<file path="src/rtl/sram_fifo_ctrl_if.sv">
// rtl/sram_fifo_ctrl_if.sv - request, sram drive and status signals of the sram FIFO controller
interface sram_fifo_ctrl_if #(
    parameter int addr_width = 6
);
    // requests from the producer/consumer side
    logic                  wr_en;
    logic                  rd_en;
    logic                  err_clr;
    // strobes and addresses toward the dual-port sram
    logic                  sram_wr_en;
    logic [addr_width-1:0] sram_wr_addr;
    logic                  sram_rd_en;
    logic [addr_width-1:0] sram_rd_addr;
    // status
    logic                  rd_valid;
    logic                  full;
    logic                  empty;
    logic                  almost_full;
    logic                  almost_empty;
    logic [addr_width:0]   count;
    logic                  overflow;
    logic                  underflow;

    modport master (
        output wr_en, rd_en, err_clr,
        input  sram_wr_en, sram_wr_addr, sram_rd_en, sram_rd_addr,
        input  rd_valid, full, empty, almost_full, almost_empty, count,
        input  overflow, underflow
    );

    modport slave (
        input  wr_en, rd_en, err_clr,
        output sram_wr_en, sram_wr_addr, sram_rd_en, sram_rd_addr,
        output rd_valid, full, empty, almost_full, almost_empty, count,
        output overflow, underflow
    );
endinterface

</file>
<file path="src/rtl/sram_fifo_ctrl.sv">
// rtl/sram_fifo_ctrl.sv - single-clock FIFO controller using a dual-port sram as backing store
module sram_fifo_ctrl #(
    parameter int addr_width       = 6,
    parameter int depth            = 64,
    parameter int almost_full_gap  = 50,
    parameter int almost_empty_gap = 20
) (
    input  logic             clk,
    input  logic             rst_n,
    sram_fifo_ctrl_if.slave  bus
);
    localparam logic [addr_width:0]   depth_c  = (addr_width+1)'(depth);
    localparam logic [addr_width:0]   af_c     = (addr_width+1)'(almost_full_gap);
    localparam logic [addr_width:0]   ae_c     = (addr_width+1)'(almost_empty_gap);
    localparam logic [addr_width-1:0] last_ptr = addr_width'(depth - 1);

    logic [addr_width-1:0] wr_ptr;
    logic [addr_width-1:0] rd_ptr;
    logic [addr_width:0]   count_q;
    logic                  rd_valid_q;
    logic                  overflow_q;
    logic                  underflow_q;
    logic                  full_w;
    logic                  empty_w;
    logic                  push;
    logic                  pop;

    // Flags come from the count register only, so requests never reach them combinationally.
    assign full_w  = (count_q == depth_c);
    assign empty_w = (count_q == '0);

    // A request is accepted only against registered state; a pop never sees a same-cycle push.
    assign push = bus.wr_en & ~full_w;
    assign pop  = bus.rd_en & ~empty_w;

    assign bus.sram_wr_en   = push;
    assign bus.sram_wr_addr = wr_ptr;
    assign bus.sram_rd_en   = pop;
    assign bus.sram_rd_addr = rd_ptr;
    assign bus.rd_valid     = rd_valid_q;
    assign bus.full         = full_w;
    assign bus.empty        = empty_w;
    assign bus.almost_full  = (count_q >= af_c);
    assign bus.almost_empty = (count_q <= ae_c);
    assign bus.count        = count_q;
    assign bus.overflow     = overflow_q;
    assign bus.underflow    = underflow_q;

    // Pointers wrap explicitly at depth-1 so depth need not be a power of two.
    always_ff @(posedge clk or negedge rst_n) begin
        if (!rst_n) begin
            wr_ptr <= '0;
            rd_ptr <= '0;
        end else begin
            if (push) wr_ptr <= (wr_ptr == last_ptr) ? '0 : wr_ptr + 1'b1;
            if (pop)  rd_ptr <= (rd_ptr == last_ptr) ? '0 : rd_ptr + 1'b1;
        end
    end

    // Occupancy moves only when exactly one side is accepted.
    always_ff @(posedge clk or negedge rst_n) begin
        if (!rst_n) begin
            count_q <= '0;
        end else begin
            case ({push, pop})
                2'b10:   count_q <= count_q + 1'b1;
                2'b01:   count_q <= count_q - 1'b1;
                default: count_q <= count_q;
            endcase
        end
    end

    // rd_valid is the registered pop, lining up with the sram read data one cycle later.
    always_ff @(posedge clk or negedge rst_n) begin
        if (!rst_n) rd_valid_q <= 1'b0;
        else        rd_valid_q <= pop;
    end

    // Sticky error flags; a new error event outranks a clear in the same cycle.
    always_ff @(posedge clk or negedge rst_n) begin
        if (!rst_n) begin
            overflow_q  <= 1'b0;
            underflow_q <= 1'b0;
        end else begin
            if (bus.wr_en & full_w)  overflow_q  <= 1'b1;
            else if (bus.err_clr)    overflow_q  <= 1'b0;
            if (bus.rd_en & empty_w) underflow_q <= 1'b1;
            else if (bus.err_clr)    underflow_q <= 1'b0;
        end
    end
endmodule
</file>
<file path="src/flat_wrapper.sv">
// flat-port wrapper written by rule: the top's interface ports become plain ports
module sram_fifo_ctrl_flat 
#(
    parameter int addr_width       = 6,
    parameter int depth            = 64,
    parameter int almost_full_gap  = 50,
    parameter int almost_empty_gap = 20
)
  (clk, rst_n, bus_wr_en, bus_rd_en, bus_err_clr, bus_sram_wr_en, bus_sram_wr_addr, bus_sram_rd_en, bus_sram_rd_addr, bus_rd_valid, bus_full, bus_empty, bus_almost_full, bus_almost_empty, bus_count, bus_overflow, bus_underflow);
  sram_fifo_ctrl_if #(.addr_width(addr_width)) bus_i ();
  input  logic clk;
  input  logic rst_n;
  input wire logic [$bits(bus_i.wr_en)-1:0] bus_wr_en;
  input wire logic [$bits(bus_i.rd_en)-1:0] bus_rd_en;
  input wire logic [$bits(bus_i.err_clr)-1:0] bus_err_clr;
  output wire logic [$bits(bus_i.sram_wr_en)-1:0] bus_sram_wr_en;
  output wire logic [$bits(bus_i.sram_wr_addr)-1:0] bus_sram_wr_addr;
  output wire logic [$bits(bus_i.sram_rd_en)-1:0] bus_sram_rd_en;
  output wire logic [$bits(bus_i.sram_rd_addr)-1:0] bus_sram_rd_addr;
  output wire logic [$bits(bus_i.rd_valid)-1:0] bus_rd_valid;
  output wire logic [$bits(bus_i.full)-1:0] bus_full;
  output wire logic [$bits(bus_i.empty)-1:0] bus_empty;
  output wire logic [$bits(bus_i.almost_full)-1:0] bus_almost_full;
  output wire logic [$bits(bus_i.almost_empty)-1:0] bus_almost_empty;
  output wire logic [$bits(bus_i.count)-1:0] bus_count;
  output wire logic [$bits(bus_i.overflow)-1:0] bus_overflow;
  output wire logic [$bits(bus_i.underflow)-1:0] bus_underflow;
  assign bus_i.wr_en = bus_wr_en;
  assign bus_i.rd_en = bus_rd_en;
  assign bus_i.err_clr = bus_err_clr;
  assign bus_sram_wr_en = bus_i.sram_wr_en;
  assign bus_sram_wr_addr = bus_i.sram_wr_addr;
  assign bus_sram_rd_en = bus_i.sram_rd_en;
  assign bus_sram_rd_addr = bus_i.sram_rd_addr;
  assign bus_rd_valid = bus_i.rd_valid;
  assign bus_full = bus_i.full;
  assign bus_empty = bus_i.empty;
  assign bus_almost_full = bus_i.almost_full;
  assign bus_almost_empty = bus_i.almost_empty;
  assign bus_count = bus_i.count;
  assign bus_overflow = bus_i.overflow;
  assign bus_underflow = bus_i.underflow;
  sram_fifo_ctrl #(.addr_width(addr_width), .depth(depth), .almost_full_gap(almost_full_gap), .almost_empty_gap(almost_empty_gap)) u_core (.clk(clk), .rst_n(rst_n), .bus(bus_i));
endmodule
</file>
<file path="config.mk">
export PLATFORM = sky130hd
export DESIGN_NAME = sram_fifo_ctrl_flat
export DESIGN_NICKNAME = d
export VERILOG_FILES = /design/src/rtl/sram_fifo_ctrl_if.sv /design/src/rtl/sram_fifo_ctrl.sv /design/src/flat_wrapper.sv
export SDC_FILE = /design/constraint.sdc
export NUM_CORES = 1
export LEC_CHECK = 0
export BUFFER_PORTS_ARGS = -buffer_cell sky130_fd_sc_hd__buf_2
export CAP_MARGIN = 15
export CORE_MARGIN = 2
export CORE_UTILIZATION = 50
export DETAILED_ROUTE_END_ITERATION = 10
export GPL_ROUTABILITY_DRIVEN = 0
export PLACE_DENSITY = 0.76
export SLEW_MARGIN = 20
export SYNTH_ARGS = -nofsm -noshare
export SYNTH_HDL_FRONTEND = slang
export SYNTH_SLANG_ARGS = --single-unit
</file>
<file path="constraint.sdc">
create_clock -name clk -period 4.25 [get_ports clk]
set_input_delay 0.6375 -clock clk [delete_from_list [all_inputs] [get_ports clk]]
set_output_delay 0.6375 -clock clk [all_outputs]
set_load 0.02 [all_outputs]
</file>
* Word level (Yosys, flattened, before mapping) *
Cells that the tools add are included.

word-level totals
  output and inout port bits = 28
  bits in registers = 22
  word-level logic and storage cells = 33

operators by class
  add/sub/neg operators = 4
  reduce and logical (&&, ||, !) cells = 4
  magnitude comparators = 2
  muxes and demuxes = 6
  bitwise gates (word level) = 6
  eq/ne operators = 5

operators by type and width
  operator                                                        count
  case mux 7 bit (2 select lines)                                 1
  adder 6 x 1 -> 6 bit, second input constant                     2
  == test 6 bit, second input constant                            2
  two-way mux 6 bit                                               2
  adder 7 x 1 -> 7 bit, second input constant                     1
  == test 7 bit, second input constant                            1
  >= comparator 7 x 6 -> 1 bit, second input constant             1
  less-or-equal comparator 7 x 5 -> 1 bit, second input constant  1
  logical NOT 7 bit                                               1
  subtractor 7 x 1 -> 7 bit, second input constant                1
  nonzero test 2 bit                                              3
  AND 1 bit                                                       4
  two-way mux 1 bit                                               3
  == test 2 x 1 -> 1 bit, second input constant                   1
  == test 2 bit, second input constant                            1
  inverter 1 bit                                                  2

* Depth between registers and ports, before layout *
Gate-level depths: netlist (run 1).

  word-level depth = 5
  gate-level depth with buffers = 10
  depth with buffers taken out = 10

* Worst setup path before layout (run 1) *
OpenSTA, ideal clock, no wires.

  path kind = register -> register
  start point = register u_core.count_q[1], in the netlist u_core.bus.count[1]
  end point = register u_core.count_q[5], in the netlist u_core.bus.count[5]
  cell stages (with the launch flop) = 10
  setup time = 0.070 ns
  arrival = 3.026 ns
  path slack = 1.154 ns
  clock period less this slack = 3.096 ns
  buffers on the path = 0
  required time = 4.180 ns
  path through = dfrtp_1 or3_4 o41ai_4 inv_4 ha_1 ha_1 a21o_1 a31o_2 a2111oi_0 nand3b_1

on the way
  word-level cells in the longest chain between the ends = 5

ends and longest elaborated chain
  item                                                                          RTL line              text
  start, declared                                                               sram_fifo_ctrl.sv:19  logic [addr_width:0] count_q;
  start signal, assigned                                                        sram_fifo_ctrl.sv:66  2'b10: count_q <= count_q + 1'b1;
  start signal, assigned                                                        sram_fifo_ctrl.sv:67  2'b01: count_q <= count_q - 1'b1;
  start signal, assigned                                                        sram_fifo_ctrl.sv:68  default: count_q <= count_q;
  logical NOT 7 bit (*)                                                         sram_fifo_ctrl.sv:30  assign empty_w = (count_q == '0);
  inverter 1 bit (*)                                                            sram_fifo_ctrl.sv:34  assign pop = bus.rd_en & ~empty_w;
  AND 1 bit (*)                                                                 sram_fifo_ctrl.sv:34
  net bus_sram_rd_en                                                            flat_wrapper.sv:18    output wire logic [$bits(bus_i.sram_rd_en)-1:0] bus_sram_rd_en;
  == test 2 x 1 -> 1 bit / == test 2 bit (equally long branches)                sram_fifo_ctrl.sv:65  case ({push, pop})
  case mux 7 bit (2 select lines) / nonzero test 2 bit (equally long branches)  --

The timed path passes the listed nets; every way through them passes the cells marked *.
A chain may end at the register's enable or synchronous reset.

* Worst setup path after layout (run 1) *
  start point = register u_core.count_q[3], in the netlist u_core.bus.count[3]
  end point = register u_core.count_q[5], in the netlist u_core.bus.count[5]

on the way
  word-level cells in the longest chain between the ends = 5

ends and longest elaborated chain
  item
  parallel branches: the longest is 5 deep, another holds subtractor 7 x 1 -> 7 bit

Several ways; the timed one is not identified.

==> results of run 1 <==
how the worst max path moves through the flow:
stage | from | end | slack [ns] | depth (start not counted)
6_report | u_core.bus.count[3]$_DFFE_PN0P_ | u_core.bus.count[5]$_DFFE_PN0P_ | 1.02 | 9
2_1_floorplan | u_core.bus.count[1]$_DFFE_PN0P_ | u_core.bus.count[5]$_DFFE_PN0P_ | 1.15 | 9
3_3_place_gp | u_core.bus.count[3]$_DFFE_PN0P_ | u_core.bus.count[5]$_DFFE_PN0P_ | 1.15 | 9
5_1_grt | u_core.bus.count[3]$_DFFE_PN0P_ | u_core.bus.count[5]$_DFFE_PN0P_ | 0.82 | 9
4_1_cts | u_core.bus.count[3]$_DFFE_PN0P_ | u_core.bus.count[5]$_DFFE_PN0P_ | 1.00 | 9
3_5_place_dp | u_core.bus.count[3]$_DFFE_PN0P_ | u_core.bus.count[5]$_DFFE_PN0P_ | 1.03 | 9
flip-flops by register name, summed over array words and instances, names as in the netlist:
name / flops
u_core.bus.overflow: 1
u_core.bus.sram_wr_addr: 6
u_core.bus.rd_valid: 1
u_core.bus.count: 7
u_core.bus.sram_rd_addr: 6
u_core.bus.underflow: 1
worst max-delay path, stage by stage, from the launching register on:
cell	delay [ns]
dfrtp_1	0.46
or3_4	0.43
o41ai_4	0.47
inv_4	0.11
ha_1	0.37
ha_1	0.41
a21o_1	0.18
a31o_2	0.21
a2111oi_0	0.36
nand3b_1	0.16
area by class of cell:
cell class / count / share of cell area, %
Timing Repair Buffer: 32 / 10.4
Sequential cell: 22 / 35.8
Multi-Input combinational cell: 96 / 48.0
Clock buffer: 3 / 1.47
Inverter: 7 / 1.87
Tap cell: 30 / 2.44
through the flow:
step | utilization, % | total power [W] | std cells | hold slack [ns] | worst slack (ns)
after floorplan | - | 0.000874 | 126 | 0.342 | 1.15
after global placement | 60.6 | 0.00105 | 187 | 0.484 | 1.15
after detailed placement | 60.6 | 0.00107 | 187 | 0.495 | 1.03
after CTS | 61.5 | 0.00117 | 190 | 0.287 | 1.00
after global routing | 61.5 | 0.00125 | 190 | 0.304 | 0.819
final | 61.5 | 0.00116 | 190 | 0.278 | 1.02
placed cells by master (no fill, tap or decap), types with 2 or more instances in the layout:
| cell type | netlist | layout |
|---|---|---|
| buf_2 | 0 | 32 |
| dfrtp_1 | 22 | 22 |
| nand2_1 | 13 | 13 |
| ha_1 | 8 | 8 |
| o21ai_0 | 7 | 7 |
| inv_1 | 5 | 5 |
| nor2_1 | 5 | 5 |
| xnor2_1 | 5 | 5 |
| a21o_1 | 4 | 4 |
| nor3b_1 | 4 | 4 |
| a21oi_1 | 4 | 4 |
| nand3_1 | 3 | 3 |
| and3_1 | 3 | 3 |
| a311oi_1 | 3 | 3 |
| xor2_1 | 3 | 3 |
| clkbuf_4 | 0 | 3 |
| nand2b_1 | 2 | 2 |
| a211oi_1 | 2 | 2 |
| a31o_2 | 2 | 2 |
| mux2i_1 | 2 | 2 |
| o21a_1 | 2 | 2 |
| a31oi_1 | 2 | 2 |
| nand3b_1 | 2 | 2 |
| a22o_1 | 2 | 2 |
power by group:
part           switching [W]  internal (W)  total [W]
clock network      0.0000596     0.0000331  0.0000927
logic               0.000378      0.000256   0.000634
registers           0.000133      0.000299   0.000433
total               0.000571      0.000588    0.00116
cells by family (layout without fill, tap and decap cells):
family / after synthesis / in the layout / synth area share [%]
AO/OA/AOI/OAI: 37 / 37 / 23.0
XOR/XNOR: 8 / 8 / 5.31
adder cells (fa/ha/maj): 9 / 9 / 9.10
buffers and inverters: 8 / 42 / 2.46
flip-flops: 22 / 22 / 41.7
multiplexers: 2 / 2 / 1.52
AND/OR/NAND/NOR: 40 / 40 / 16.9
cells in the mapped netlist, types with 2 or more instances:
cell      count  area [um2]
a211oi_1      2        15.0
a21o_1        4        30.0
a21oi_1       4        20.0
a22o_1        2        17.5
a311oi_1      3        26.3
a31o_2        2        17.5
a31oi_1       2        12.5
and3_1        3        18.8
dfrtp_1      22         551
ha_1          8         100
inv_1         5        18.8
mux2i_1       2        20.0
nand2_1      13        48.8
nand2b_1      2        12.5
nand3_1       3        15.0
nand3b_1      2        15.0
nor2_1        5        18.8
nor3b_1       4        30.0
o21a_1        2        15.0
o21ai_0       7        35.0
xnor2_1       5        43.8
xor2_1        3        26.3
layer usage:
layer	up-vias	global-route usage [%]
li1	540	-
met1	524	25.3
met2	27	28.1
met3	4	2.58
met4	0	8.36
met5	-	0
==> impl_results.html, run 1 <==
<table>
<tr><th>Metric</th><th>Value</th></tr>
<tr><th colspan="2">Place</th></tr>
<tr><td>Port-buffer cells</td><td>32</td></tr>
<tr><td>Cell Area, Placed</td><td>0.00151 mm2</td></tr>
<tr><td>Post-DP HPWL</td><td>2030 um</td></tr>
<tr><th colspan="2">Critical path</th></tr>
<tr><td>Nature of the critical path startpoint</td><td>register</td></tr>
<tr><td>R2R Path End</td><td>u_core.bus.count[5]$_DFFE_PN0P_</td></tr>
<tr><td>Endpoint arrival time on the critical path</td><td>3.47 ns</td></tr>
<tr><td>Critical Path End Type</td><td>register</td></tr>
<tr><td>Depth of the worst register-to-register path</td><td>9</td></tr>
<tr><td>Worst setup slack for register-to-register paths</td><td>slightly above 1 ns</td></tr>
<tr><td>Crit Path Category</td><td>register to register</td></tr>
<tr><td>Required time of the critical path</td><td>between 4 and 5 ns</td></tr>
<tr><td>Worst Path Max Fanout</td><td>11</td></tr>
<tr><td>Worst reg2reg path startpoint</td><td>u_core.bus.count[3]$_DFFE_PN0P_</td></tr>
<tr><th colspan="2">Clock network</th></tr>
<tr><td>Number of buffers between clock root and the deepest sink</td><td>2</td></tr>
<tr><td>Clk_lat worst skew</td><td>approximately 0.3 ns</td></tr>
<tr><td>Total number of clock tree sinks</td><td>22</td></tr>
<tr><td>Hold buffer count at cts</td><td>0</td></tr>
<tr><td>Number of cells upsized or downsized after cts</td><td>0</td></tr>
<tr><td>Setup repair bufs after CTS</td><td>0</td></tr>
<tr><td>Number of buffers added by the clock tree synthesis step</td><td>3</td></tr>
<tr><td>CTS Root Cell</td><td>clkbuf_4</td></tr>
<tr><td>Clock transition time at the flip-flop clock pins of the worst setup and hold paths</td><td>0.11 ns</td></tr>
<tr><td>Number of levels the H-tree was split into</td><td>1</td></tr>
<tr><td>TritonCTS clock tree</td><td>done</td></tr>
<tr><th colspan="2">Detailed routing</th></tr>
<tr><td>DRT met1 WL</td><td>between 1000 and 1500 um</td></tr>
<tr><td>Top sig layer</td><td>met4</td></tr>
<tr><td>Antenna violation net count after detailed routing</td><td>0</td></tr>
<tr><td>DRC violations left</td><td>0</td></tr>
<tr><td>Sum of met3 wire segment lengths after detailed routing</td><td>125 um</td></tr>
<tr><td>1st-pass router iterations</td><td>4</td></tr>
<tr><td>Detailed-routed wire length on met2</td><td>1230 um</td></tr>
<tr><td>Average detailed-routed wire length per instance</td><td>about 14 um</td></tr>
<tr><td>Vias per cell</td><td>between 5 and 6</td></tr>
<tr><td>Via total after detailed routing</td><td>1,095</td></tr>
<tr><td>Total wirelength of the detailed-routed design</td><td>2660 um</td></tr>
<tr><td>Initial DRC Count</td><td>28</td></tr>
<tr><th colspan="2">Floorplan</th></tr>
<tr><td>Width of the die</td><td>55.4 um</td></tr>
<tr><td>Number of primary I/O pins</td><td>33</td></tr>
<tr><td>Die span in y</td><td>55.4 um</td></tr>
<tr><td>Full die area</td><td>0.00307 mm2</td></tr>
<tr><td>Number of rows created at floorplan</td><td>18</td></tr>
<tr><td>Area of the core region</td><td>0.00250 mm2</td></tr>
<tr><td>Initial core utilization</td><td>52.8%</td></tr>
<tr><th colspan="2">Logic synthesis</th></tr>
<tr><td>Post-synth EDFFs</td><td>0</td></tr>
<tr><td>Count of cell types in the netlist</td><td>between 40 and 50</td></tr>
<tr><td>Post-Synthesis Mean Instance Area</td><td>10.5 um2</td></tr>
<tr><td>Sequential element share of the synthesized area</td><td>41.7%</td></tr>
<tr><td>Most used flip-flop cell after synthesis</td><td>dfrtp_1</td></tr>
<tr><td>Share of flip-flops with an asynchronous set or reset</td><td>100%</td></tr>
<tr><td>Cells after synthesis</td><td>126</td></tr>
<tr><td>Count of warnings emitted by yosys</td><td>0</td></tr>
<tr><td>Flop and latch count out of synthesis</td><td>22</td></tr>
<tr><td>Syn_nets</td><td>140</td></tr>
<tr><td>Cell area after synthesis</td><td>0.00132 mm2</td></tr>
<tr><th colspan="2">Final layout</th></tr>
<tr><td># nets final</td><td>about 180</td></tr>
<tr><td>Filler cells</td><td>221</td></tr>
<tr><td>Design area</td><td>0.00154 mm2</td></tr>
<tr><td>Area taken by multi-input logic gates</td><td>737 um2</td></tr>
<tr><td>Ratio of cells with drive above 1 in the final layout</td><td>~29%</td></tr>
<tr><td>Diode insertion count for antenna repair</td><td>0</td></tr>
<tr><td>Footprint of the flip-flops and latches</td><td>551 um2</td></tr>
<tr><td>Signed area change from the synthesized netlist to the final layout</td><td>16.4%</td></tr>
<tr><th colspan="2">STA</th></tr>
<tr><td>Shortest period the worst path allows</td><td>3.23 ns</td></tr>
<tr><td>Final setup viols</td><td>0</td></tr>
<tr><td>Final Slew Violations</td><td>0</td></tr>
<tr><td>Final period util</td><td>75.9%</td></tr>
<tr><td>Final hold violations</td><td>0</td></tr>
<tr><td>Post-Route Skew</td><td>around 0.002 ns</td></tr>
<tr><td>Setup total negative slack</td><td>0 ns</td></tr>
<tr><td>Headroom to the max-slew limit</td><td>67.3%</td></tr>
<tr><td>Unrepaired setup endpoints after global routing</td><td>false</td></tr>
<tr><td>Transition at the pin with the smallest max-transition slack</td><td>0.490 ns</td></tr>
<tr><td>FMAX</td><td>0.310 GHz</td></tr>
<tr><th colspan="2">GRT</th></tr>
<tr><td>Wire length of the first global-routing pass</td><td>roughly 4500 um</td></tr>
<tr><td>Overflow left after global routing</td><td>0</td></tr>
<tr><td>Vias in the first global route</td><td>958</td></tr>
<tr><td>Global-route usage over all layers</td><td>18.2%</td></tr>
<tr><td>Pin count of the biggest net entering global routing</td><td>23</td></tr>
<tr><td>Antenna violations before repair</td><td>0</td></tr>
<tr><th colspan="2">Power</th></tr>
<tr><td>Maximum vdd drop</td><td>421 uV</td></tr>
<tr><td>Power density relative to cell area</td><td>755 mW/mm2</td></tr>
<tr><td>Leakage power</td><td>0.753 nW</td></tr>
<tr><th colspan="2">Run status</th></tr>
<tr><td>Run status</td><td>completed</td></tr>
<tr><th colspan="2">Job</th></tr>
<tr><td>Max-cap violation count</td><td>0</td></tr>
<tr><th colspan="2">Worst hold path</th></tr>
<tr><td>Hold Path Class</td><td>input port to async pin</td></tr>
</table>
No activity file was read; power rests on OpenSTA's default activity.
==> run 2, diff against run 1 <==
Clock period 4.25 ns to 3.2 ns, I/O delays scaled along.
==> run 2 against run 1 <==
Compared with the run above: global-route usage rose by 0.076 points; utilization increased by 1.3 points; sequential power up 33%; fmax up 7.4%; setup slack worse by 0.83 ns; count of clock-buffer cells in the layout rose by 1; critical path depth unchanged; register-to-register slack worse by 0.83 ns; flip-flop and latch count unchanged; power up 36%; combinational power is 34% higher; critical path type unchanged; largest cell class unchanged; largest power group unchanged; highest routed layer unchanged.
==> impl_results.html, run 2 (same netlist as run 1, synthesis figures left out) <==
<table>
<tr><th>Metric</th><th>Value</th></tr>
<tr><th colspan="2">Power</th></tr>
<tr><td>Switching power total</td><td>0.000762 W (was 0.000571 W)</td></tr>
<tr><td>Power density relative to cell area</td><td>1000 mW/mm2 (was 755 mW/mm2)</td></tr>
<tr><td>Relative contribution of combinational cells to total power</td><td>53.9% (was 54.7%)</td></tr>
<tr><td>Leakage power</td><td>0.768 nW (was 0.753 nW)</td></tr>
<tr><td>Proportion of total power due to net switching</td><td>48.4% (was 49.2%)</td></tr>
<tr><td>Maximum vdd drop</td><td>505 uV (was 421 uV)</td></tr>
<tr><td>Internal power</td><td>0.000812 W (was 0.000588 W)</td></tr>
<tr><td>Clock Power Share</td><td>9.6% (was 8.0%)</td></tr>
<tr><td>Share of total power in sequential cells</td><td>36.5% (was 37.3%)</td></tr>
<tr><th colspan="2">Clock network</th></tr>
<tr><td>Hold buffer count at cts</td><td>0 (unchanged)</td></tr>
<tr><td>TritonCTS clock tree</td><td>done (unchanged)</td></tr>
<tr><td>Number of buffers added by the clock tree synthesis step</td><td>3 (unchanged)</td></tr>
<tr><td>CTS Root Cell</td><td>clkbuf_4 (unchanged)</td></tr>
<tr><td>Setup repair bufs after CTS</td><td>0 (unchanged)</td></tr>
<tr><td>Clock transition time at the flip-flop clock pins of the worst setup and hold paths</td><td>0.12 ns (was 0.11 ns)</td></tr>
<tr><td>Clk_lat worst skew</td><td>0.31 ns (was 0.30 ns)</td></tr>
<tr><td>Number of cells upsized or downsized after cts</td><td>0 (unchanged)</td></tr>
<tr><td>Total number of clock tree sinks</td><td>22 (unchanged)</td></tr>
<tr><td>Number of levels the H-tree was split into</td><td>1 (unchanged)</td></tr>
<tr><td>Number of buffers between clock root and the deepest sink</td><td>2 (unchanged)</td></tr>
<tr><th colspan="2">Place</th></tr>
<tr><td>Cell Area, Placed</td><td>0.00153 mm2 (was 0.00151 mm2)</td></tr>
<tr><td>Post-DP HPWL</td><td>2040 um (was 2030 um)</td></tr>
<tr><td>Port-buffer cells</td><td>32 (unchanged)</td></tr>
<tr><th colspan="2">STA</th></tr>
<tr><td>Unrepaired setup endpoints after global routing</td><td>false (unchanged)</td></tr>
<tr><td>Final Slew Violations</td><td>0 (unchanged)</td></tr>
<tr><td>Headroom to the max-slew limit</td><td>67.9% (was 67.3%)</td></tr>
<tr><td>Final period util</td><td>93.9% (was 75.9%)</td></tr>
<tr><td>FMAX</td><td>0.333 GHz (was 0.310 GHz)</td></tr>
<tr><td>Final hold violations</td><td>0 (unchanged)</td></tr>
<tr><td>Final setup viols</td><td>0 (unchanged)</td></tr>
<tr><td>Post-Route Skew</td><td>0.00910 ns (was 0.00201 ns)</td></tr>
<tr><td>Shortest period the worst path allows</td><td>3.00 ns (was 3.23 ns)</td></tr>
<tr><td>Setup total negative slack</td><td>0 ns (unchanged)</td></tr>
<tr><td>Transition at the pin with the smallest max-transition slack</td><td>0.481 ns (was 0.490 ns)</td></tr>
<tr><th colspan="2">Detailed routing</th></tr>
<tr><td>Vias per cell</td><td>5.70 (was 5.76)</td></tr>
<tr><td>1st-pass router iterations</td><td>4 (unchanged)</td></tr>
<tr><td>Via total after detailed routing</td><td>1,100 (was 1,095)</td></tr>
<tr><td>Total wirelength of the detailed-routed design</td><td>2650 um (was 2660 um)</td></tr>
<tr><td>Antenna violation net count after detailed routing</td><td>0 (unchanged)</td></tr>
<tr><td>Initial DRC Count</td><td>44 (was 28)</td></tr>
<tr><td>DRC violations left</td><td>0 (unchanged)</td></tr>
<tr><td>Average detailed-routed wire length per instance</td><td>13.7 um (was 14.0 um)</td></tr>
<tr><th colspan="2">Critical path</th></tr>
<tr><td>Required time of the critical path</td><td>3.44 ns (was 4.49 ns)</td></tr>
<tr><td>Cells along the critical path</td><td>or3_4 -&gt; o41ai_4 -&gt; inv_4 -&gt; ha_2 -&gt; ha_1 -&gt; a21o_1 -&gt; a31o_2 -&gt; a2111oi_0 -&gt; nand3b_1 (was or3_4 -&gt; o41ai_4 -&gt; inv_4 -&gt; ha_1 -&gt; ha_1 -&gt; a21o_1 -&gt; a31o_2 -&gt; a2111oi_0 -&gt; nand3b_1)</td></tr>
<tr><td>Worst setup path startpoint</td><td>u_core.bus.count[3]$_DFFE_PN0P_ (unchanged)</td></tr>
<tr><td>Cell at the slowest stage of the critical path</td><td>dfrtp_1 (was o41ai_4)</td></tr>
<tr><td>Critical Path End Type</td><td>register (unchanged)</td></tr>
<tr><td>Maximum single-stage delay on the critical path</td><td>0.45 ns (was 0.47 ns)</td></tr>
<tr><td>Worst reg2reg path startpoint</td><td>u_core.bus.count[3]$_DFFE_PN0P_ (unchanged)</td></tr>
<tr><td>Endpoint arrival time on the critical path</td><td>3.25 ns (was 3.47 ns)</td></tr>
<tr><td>Nature of the critical path startpoint</td><td>register (unchanged)</td></tr>
<tr><td>Crit Path Category</td><td>register to register (unchanged)</td></tr>
<tr><td>Worst Path Max Fanout</td><td>11 (unchanged)</td></tr>
<tr><th colspan="2">Floorplan</th></tr>
<tr><td>Number of primary I/O pins</td><td>33 (unchanged)</td></tr>
<tr><td>Full die area</td><td>0.00307 mm2 (unchanged)</td></tr>
<tr><td>Number of rows created at floorplan</td><td>18 (unchanged)</td></tr>
<tr><td>Area of the core region</td><td>0.00250 mm2 (unchanged)</td></tr>
<tr><td>Width of the die</td><td>55.4 um (unchanged)</td></tr>
<tr><td>Initial core utilization</td><td>52.8% (unchanged)</td></tr>
<tr><td>Die span in y</td><td>55.4 um (unchanged)</td></tr>
<tr><th colspan="2">Final layout</th></tr>
<tr><td># nets final</td><td>178 (was 176)</td></tr>
<tr><td>Commonest non-fill, non-tap cell in the layout</td><td>buf_2 (unchanged)</td></tr>
<tr><td>Top library cells by usage in the layout, fill and taps aside</td><td>32 x buf_2, 22 x dfrtp_1, 13 x nand2_1, 7 x o21ai_0, 7 x ha_1 (was 32 x buf_2, 22 x dfrtp_1, 13 x nand2_1, 8 x ha_1, 7 x o21ai_0)</td></tr>
<tr><td>Diode insertion count for antenna repair</td><td>0 (unchanged)</td></tr>
<tr><td>Number of flip-flops in the largest register</td><td>7 (unchanged)</td></tr>
<tr><td>Ratio of cells with drive above 1 in the final layout</td><td>30.7% (was 28.7%)</td></tr>
<tr><td>Signed area change from the synthesized netlist to the final layout</td><td>18.8% (was 16.4%)</td></tr>
<tr><td>Fin util</td><td>62.7% (was 61.5%)</td></tr>
<tr><td>Design area</td><td>0.00157 mm2 (was 0.00154 mm2)</td></tr>
<tr><th colspan="2">GRT</th></tr>
<tr><td>Grt met1 use</td><td>25.1% (was 25.3%)</td></tr>
<tr><td>Wire length of the first global-routing pass</td><td>4570 um (was 4470 um)</td></tr>
<tr><td>Vias in the first global route</td><td>1,034 (was 958)</td></tr>
<tr><td>Pin count of the biggest net entering global routing</td><td>23 (unchanged)</td></tr>
<tr><td>Most heavily used metal layer in global routing</td><td>met2 (unchanged)</td></tr>
<tr><td>Global-route usage over all layers</td><td>18.3% (was 18.2%)</td></tr>
<tr><td>Antenna violations before repair</td><td>0 (unchanged)</td></tr>
<tr><td>Overflow left after global routing</td><td>0 (unchanged)</td></tr>
<tr><td>GR Util met3</td><td>1.64% (was 2.58%)</td></tr>
<tr><td>Grt met2 use</td><td>28.6% (was 28.1%)</td></tr>
<tr><th colspan="2">Worst hold path</th></tr>
<tr><td>Hold Path Class</td><td>input port to async pin (unchanged)</td></tr>
<tr><th colspan="2">Run status</th></tr>
<tr><td>Run status</td><td>completed (unchanged)</td></tr>
<tr><th colspan="2">Job</th></tr>
<tr><td>Max-cap violation count</td><td>0 (unchanged)</td></tr>
</table>
[run 2: cell types whose count changed in the layout (fill, tap and decap cells not counted), sizes merged]
cell | before | now
buf | 32 | 34
clkbuf | 3 | 4
[run 2: path summary, 6_finish.rpt]
kind                                                               end  slack, ns  depth (start not counted)
worst min register to register         u_core.bus.overflow$_DFFE_PN0P_       0.52                          1
worst max-delay path                   u_core.bus.count[5]$_DFFE_PN0P_       0.20                          9
worst max register to register         u_core.bus.count[5]$_DFFE_PN0P_       0.20                          9
worst min-delay path            u_core.bus.sram_wr_addr[0]$_DFFE_PN0P_       0.11                          1
max in group asynchronous              u_core.bus.count[4]$_DFFE_PN0P_       2.76                          1
min in group clk                       u_core.bus.overflow$_DFFE_PN0P_       0.42                          2
[run 2: power groups by stage]
stage	clock, W	sequential (W)	combinational [W]
floorplan	0	0.000696	0.000465
detailed placement	0	0.000581	0.000846
global route	0.000171	0.000604	0.000927
global placement	0	0.000572	0.000824
finish	0.000152	0.000574	0.000848
CTS	0.000156	0.000575	0.000850
[run 2: cell type report]
class | instances | area (um2)
Timing Repair Buffer | 34 | 175
Inverter | 7 | 28.8
Fill cell | 218 | 932
Multi-Input combinational cell | 96 | 739
Clock buffer | 4 | 36.3
Tap cell | 30 | 37.5
Sequential cell | 22 | 551
[run 2: routing by layer]
metal / part of all wire [%] / vias up
met1: 49 / 523
li1: - / 543
met4: 2.1 / 0
met3: 3.6 / 6
met5: 0 / -
met2: 45 / 28
[run 2: per-stage QoR]
| stage | hold slack, ns | std cells | total power, W | setup WS, ns |
|---|---|---|---|---|
| 3_3_place_gp | 0.464 | 189 | 0.00140 | 0.235 |
| 4_1_cts | 0.116 | 193 | 0.00158 | 0.0957 |
| 6_report | 0.107 | 193 | 0.00157 | 0.195 |
| 5_1_grt | 0.122 | 193 | 0.00170 | 0.0323 |
| 2_1_floorplan | 0.184 | 126 | 0.00116 | 0.104 |
| 3_5_place_dp | 0.466 | 189 | 0.00143 | 0.130 |
[run 2: critical path, delay by kind of cell, from the launching register on]
kind            cells  cell delay [ns]
flops               1             0.45
fa+ha+maj           2             0.64
simple gates        2             0.59
compound gates      4             1.14
buf+inv             1             0.11
==> run 3, diff against run 2 <==
Settings changed: ABC_AREA from default to 1, PLACE_DENSITY 0.76 to 0.75.
==> run 3 against run 2 <==
Compared with the run above: final area rose by 6.9%; sequential share of layout area fell by 2.3 points; critical path depth up 4; synthesized area is 9.4% higher; power rose by 1.3%; setup slack better by 0.57 ns; largest cell class unchanged; largest power group unchanged; highest routed layer unchanged.
==> impl_results.html, run 3 <==
<table>
<tr><th>Metric</th><th>Value</th></tr>
<tr><th colspan="2">STA</th></tr>
<tr><td>Post-Route Skew</td><td>0.00806 ns (was 0.00910 ns)</td></tr>
<tr><td>Headroom to the max-slew limit</td><td>67.9% (about the same)</td></tr>
<tr><td>Transition at the pin with the smallest max-transition slack</td><td>0.481 ns (about the same)</td></tr>
<tr><td>Setup total negative slack</td><td>0 ns (unchanged)</td></tr>
<tr><td>FMAX</td><td>0.410 GHz (was 0.333 GHz)</td></tr>
<tr><td>Final Slew Violations</td><td>0 (unchanged)</td></tr>
<tr><td>Shortest period the worst path allows</td><td>2.44 ns (was 3.00 ns)</td></tr>
<tr><td>Worst-case hold slack</td><td>0.104 ns (was 0.107 ns)</td></tr>
<tr><td>Final period util</td><td>76.2% (was 93.9%)</td></tr>
<tr><td>Final hold violations</td><td>0 (unchanged)</td></tr>
<tr><td>Final setup viols</td><td>0 (unchanged)</td></tr>
<tr><td>Unrepaired setup endpoints after global routing</td><td>false (unchanged)</td></tr>
<tr><th colspan="2">Place</th></tr>
<tr><td>Cell Area, Placed</td><td>0.00164 mm2 (was 0.00153 mm2)</td></tr>
<tr><td>Post-DP HPWL</td><td>2240 um (was 2040 um)</td></tr>
<tr><td>Port-buffer cells</td><td>32 (unchanged)</td></tr>
<tr><td>Dpl cells</td><td>250 (was 189)</td></tr>
<tr><th colspan="2">Detailed routing</th></tr>
<tr><td>DRC violations left</td><td>0 (unchanged)</td></tr>
<tr><td>Antenna violation net count after detailed routing</td><td>0 (unchanged)</td></tr>
<tr><td>Initial DRC Count</td><td>38 (was 44)</td></tr>
<tr><td>Total wirelength of the detailed-routed design</td><td>2810 um (was 2650 um)</td></tr>
<tr><td>1st-pass router iterations</td><td>3 (was 4)</td></tr>
<tr><td>Average detailed-routed wire length per instance</td><td>11.1 um (was 13.7 um)</td></tr>
<tr><td>Via total after detailed routing</td><td>1,263 (was 1,100)</td></tr>
<tr><td>Vias per cell</td><td>4.97 (was 5.70)</td></tr>
<tr><th colspan="2">Clock network</th></tr>
<tr><td>Total number of clock tree sinks</td><td>22 (unchanged)</td></tr>
<tr><td>Setup repair bufs after CTS</td><td>0 (unchanged)</td></tr>
<tr><td>CTS Root Cell</td><td>clkbuf_4 (unchanged)</td></tr>
<tr><td>Clock transition time at the flip-flop clock pins of the worst setup and hold paths</td><td>0.12 ns (about the same)</td></tr>
<tr><td>Clk_lat worst skew</td><td>0.31 ns (about the same)</td></tr>
<tr><td>Number of buffers added by the clock tree synthesis step</td><td>3 (unchanged)</td></tr>
<tr><td>Hold buffer count at cts</td><td>0 (unchanged)</td></tr>
<tr><td>Number of buffers between clock root and the deepest sink</td><td>2 (unchanged)</td></tr>
<tr><td>Number of cells upsized or downsized after cts</td><td>0 (unchanged)</td></tr>
<tr><td>Number of levels the H-tree was split into</td><td>1 (unchanged)</td></tr>
<tr><td>TritonCTS clock tree</td><td>done (unchanged)</td></tr>
<tr><th colspan="2">Critical path</th></tr>
<tr><td>Maximum single-stage delay on the critical path</td><td>0.44 ns (was 0.45 ns)</td></tr>
<tr><td>Endpoint arrival time on the critical path</td><td>2.69 ns (was 3.25 ns)</td></tr>
<tr><td>Critical Path End Type</td><td>register (unchanged)</td></tr>
<tr><td>Cell at the slowest stage of the critical path</td><td>dfrtp_1 (unchanged)</td></tr>
<tr><td>Worst setup slack for register-to-register paths</td><td>0.76 ns (was 0.20 ns)</td></tr>
<tr><td>Nature of the critical path startpoint</td><td>register (unchanged)</td></tr>
<tr><td>Crit Path Category</td><td>register to register (unchanged)</td></tr>
<tr><td>Cells along the critical path</td><td>inv_1 -&gt; nand3_4 -&gt; o21ai_4 -&gt; ha_1 -&gt; inv_1 -&gt; fa_1 -&gt; inv_1 -&gt; nand2_1 -&gt; nand2_1 -&gt; nand3_1 -&gt; nand3_1 -&gt; nand3_1 -&gt; nand2_1 (was or3_4 -&gt; o41ai_4 -&gt; inv_4 -&gt; ha_2 -&gt; ha_1 -&gt; a21o_1 -&gt; a31o_2 -&gt; a2111oi_0 -&gt; nand3b_1)</td></tr>
<tr><td>Required time of the critical path</td><td>3.45 ns (was 3.44 ns)</td></tr>
<tr><td>Worst Path Max Fanout</td><td>8 (was 11)</td></tr>
<tr><th colspan="2">Logic synthesis</th></tr>
<tr><td>Cell types with the highest counts after synthesis</td><td>60 x nand2_1, 30 x inv_1, 22 x dfrtp_1, 18 x nand3_1, 9 x o21ai_0 (was 22 x dfrtp_1, 13 x nand2_1, 8 x ha_1, 7 x o21ai_0)</td></tr>
<tr><td>Most used flip-flop cell after synthesis</td><td>dfrtp_1 (unchanged)</td></tr>
<tr><td>Most common cell in the synthesized netlist</td><td>nand2_1 (was dfrtp_1)</td></tr>
<tr><td>Largest cells by area after synthesis</td><td>dfrtp_1 38%, nand2_1 16%, inv_1 7.8% (was dfrtp_1 42%, ha_1 7.6%, nand2_1 3.7%)</td></tr>
<tr><td>Cell area after synthesis</td><td>0.00144 mm2 (was 0.00132 mm2)</td></tr>
<tr><td>Flop and latch count out of synthesis</td><td>22 (unchanged)</td></tr>
<tr><td>Count of cell types in the netlist</td><td>22 (was 43)</td></tr>
<tr><td>Post-Synthesis Mean Instance Area</td><td>7.68 um2 (was 10.5 um2)</td></tr>
<tr><td>Count of warnings emitted by yosys</td><td>0 (unchanged)</td></tr>
<tr><td>Post-synth top area cell</td><td>dfrtp_1 (unchanged)</td></tr>
<tr><td>Sequential element share of the synthesized area</td><td>38.1% (was 41.7%)</td></tr>
<tr><td>Post-synth EDFFs</td><td>0 (unchanged)</td></tr>
<tr><td>Share of flip-flops with an asynchronous set or reset</td><td>100% (unchanged)</td></tr>
<tr><td>Area share of the largest cell type after synthesis</td><td>38.1% (was 41.7%)</td></tr>
<tr><td>Syn_nets</td><td>202 (was 140)</td></tr>
<tr><td>Cells after synthesis</td><td>188 (was 126)</td></tr>
<tr><th colspan="2">Final layout</th></tr>
<tr><td>Design area</td><td>0.00168 mm2 (was 0.00157 mm2)</td></tr>
<tr><td>Commonest non-fill, non-tap cell in the layout</td><td>nand2_1 (was buf_2)</td></tr>
<tr><td>Ratio of cells with drive above 1 in the final layout</td><td>21.5% (was 30.7%)</td></tr>
<tr><td>Final non-filler cell total</td><td>254 (was 193)</td></tr>
<tr><td>Top library cells by usage in the layout, fill and taps aside</td><td>60 x nand2_1, 32 x buf_2, 30 x inv_1, 22 x dfrtp_1, 18 x nand3_1 (was 32 x buf_2, 22 x dfrtp_1, 13 x nand2_1, 7 x o21ai_0, 7 x ha_1)</td></tr>
<tr><td>Signed area change from the synthesized netlist to the final layout</td><td>16.0% (was 18.8%)</td></tr>
<tr><td>Diode insertion count for antenna repair</td><td>0 (unchanged)</td></tr>
<tr><td>Number of flip-flops in the largest register</td><td>7 (unchanged)</td></tr>
<tr><td># nets final</td><td>238 (was 178)</td></tr>
<tr><td>Filler cells</td><td>270 (was 218)</td></tr>
<tr><th colspan="2">Floorplan</th></tr>
<tr><td>Number of rows created at floorplan</td><td>19 (was 18)</td></tr>
<tr><td>Area of the core region</td><td>0.00276 mm2 (was 0.00250 mm2)</td></tr>
<tr><td>Initial core utilization</td><td>52.4% (was 52.8%)</td></tr>
<tr><td>Die span in y</td><td>57.7 um (was 55.4 um)</td></tr>
<tr><td>Full die area</td><td>0.00333 mm2 (was 0.00307 mm2)</td></tr>
<tr><td>Number of primary I/O pins</td><td>33 (unchanged)</td></tr>
<tr><td>Width of the die</td><td>57.7 um (was 55.4 um)</td></tr>
<tr><th colspan="2">Power</th></tr>
<tr><td>Power consumption</td><td>0.00159 W (was 0.00157 W)</td></tr>
<tr><td>Relative contribution of combinational cells to total power</td><td>56.9% (was 53.9%)</td></tr>
<tr><td>Clock Power Share</td><td>9.6% (about the same)</td></tr>
<tr><td>Proportion of total power due to net switching</td><td>51.2% (was 48.4%)</td></tr>
<tr><td>Power density relative to cell area</td><td>951 mW/mm2 (was 1000 mW/mm2)</td></tr>
<tr><td>Internal power</td><td>0.000778 W (was 0.000812 W)</td></tr>
<tr><td>Maximum vdd drop</td><td>607 uV (was 505 uV)</td></tr>
<tr><td>Leakage power</td><td>0.939 nW (was 0.768 nW)</td></tr>
<tr><td>Switching power total</td><td>0.000816 W (was 0.000762 W)</td></tr>
<tr><td>Share of total power in sequential cells</td><td>33.5% (was 36.5%)</td></tr>
<tr><th colspan="2">GRT</th></tr>
<tr><td>Vias in the first global route</td><td>1,109 (was 1,034)</td></tr>
<tr><td>Global-route usage over all layers</td><td>18.6% (was 18.3%)</td></tr>
<tr><td>Antenna violations before repair</td><td>0 (unchanged)</td></tr>
<tr><td>Wire length of the first global-routing pass</td><td>4770 um (was 4570 um)</td></tr>
<tr><td>Pin count of the biggest net entering global routing</td><td>23 (unchanged)</td></tr>
<tr><td>Overflow left after global routing</td><td>0 (unchanged)</td></tr>
<tr><th colspan="2">Worst hold path</th></tr>
<tr><td>Hold Path Class</td><td>input port to async pin (unchanged)</td></tr>
<tr><th colspan="2">Run status</th></tr>
<tr><td>Run status</td><td>completed (unchanged)</td></tr>
<tr><th colspan="2">Job</th></tr>
<tr><td>Max-cap violation count</td><td>0 (unchanged)</td></tr>
</table>
run 3: changes by cell type after synthesis, moves of 4 or more:
cell,change
nor3b_1,-4
a21o_1,-4
nor2_4,+5
inv_1,+25
nand3_1,+15
nand2_1,+47
nand4_1,+4
run 3: worst paths after layout:
kind                                            startpoint                                      to  cells past startpoint
max                        u_core.bus.count[1]$_DFFE_PN0P_         u_core.bus.count[6]$_DFFE_PN0P_                     13
min                                                  rst_n  u_core.bus.sram_rd_addr[3]$_DFFE_PN0P_                      1
max reg2reg                u_core.bus.count[1]$_DFFE_PN0P_         u_core.bus.count[6]$_DFFE_PN0P_                     13
min reg2reg                u_core.bus.overflow$_DFFE_PN0P_         u_core.bus.overflow$_DFFE_PN0P_                      2
max in group asynchronous                            rst_n  u_core.bus.sram_wr_addr[4]$_DFFE_PN0P_                      1
min in group clk                               bus_err_clr         u_core.bus.overflow$_DFFE_PN0P_                      2
run 3: layout make-up:
class	count	area (um2)	share of cell area, %
well taps	31	38.8	2.32
inverters	31	116	6.95
multi-input cells	134	773	46.2
repair buffers	32	160	9.56
flip-flops and latches	22	551	32.9
clock buffers	4	36.3	2.17
run 3: power groups by stage:
stage | registers, W | logic, W | clock network, W
4_1_cts | 0.000534 | 0.000918 | 0.000156
2_1_floorplan | 0.000653 | 0.000543 | 0
6_report | 0.000534 | 0.000907 | 0.000152
3_5_place_dp | 0.000540 | 0.000914 | 0
3_3_place_gp | 0.000535 | 0.000900 | 0
5_1_grt | 0.000553 | 0.00102 | 0.000170
run 3: layer usage:
metal / part of all wire [%] / GRT usage, %
met1: 48 / 25.2
met2: 46 / 29.4
met4: 1.6 / 8.31
met5: 0 / 0
met3: 4.6 / 3.13
run 3: cell families after synthesis:
logic type / share of synthesized area (%)
buffers and inverters: 8.32
adders and majority gates: 8.32
xor gates and xnor gates: 4.85
and+or+nand+nor: 31.7
AOI/OAI and AO/OA: 8.67
DFF: 38.1
run 3: per-stage QoR:
step	util, %	setup WS [ns]
floorplan	-	0.819
global placement	59.4	0.876
detailed placement	59.4	0.794
CTS	60.8	0.758
global route	60.8	0.521
finish	60.8	0.762
run 3: critical path: cells and delay by family (launching register included):
family                     cells  cell delay, ns
AOI/OAI and AO/OA              1            0.24
adders and majority gates      2            0.77
buffers and inverters          3            0.34
DFF                            1            0.44
and+or+nand+nor                7            0.57
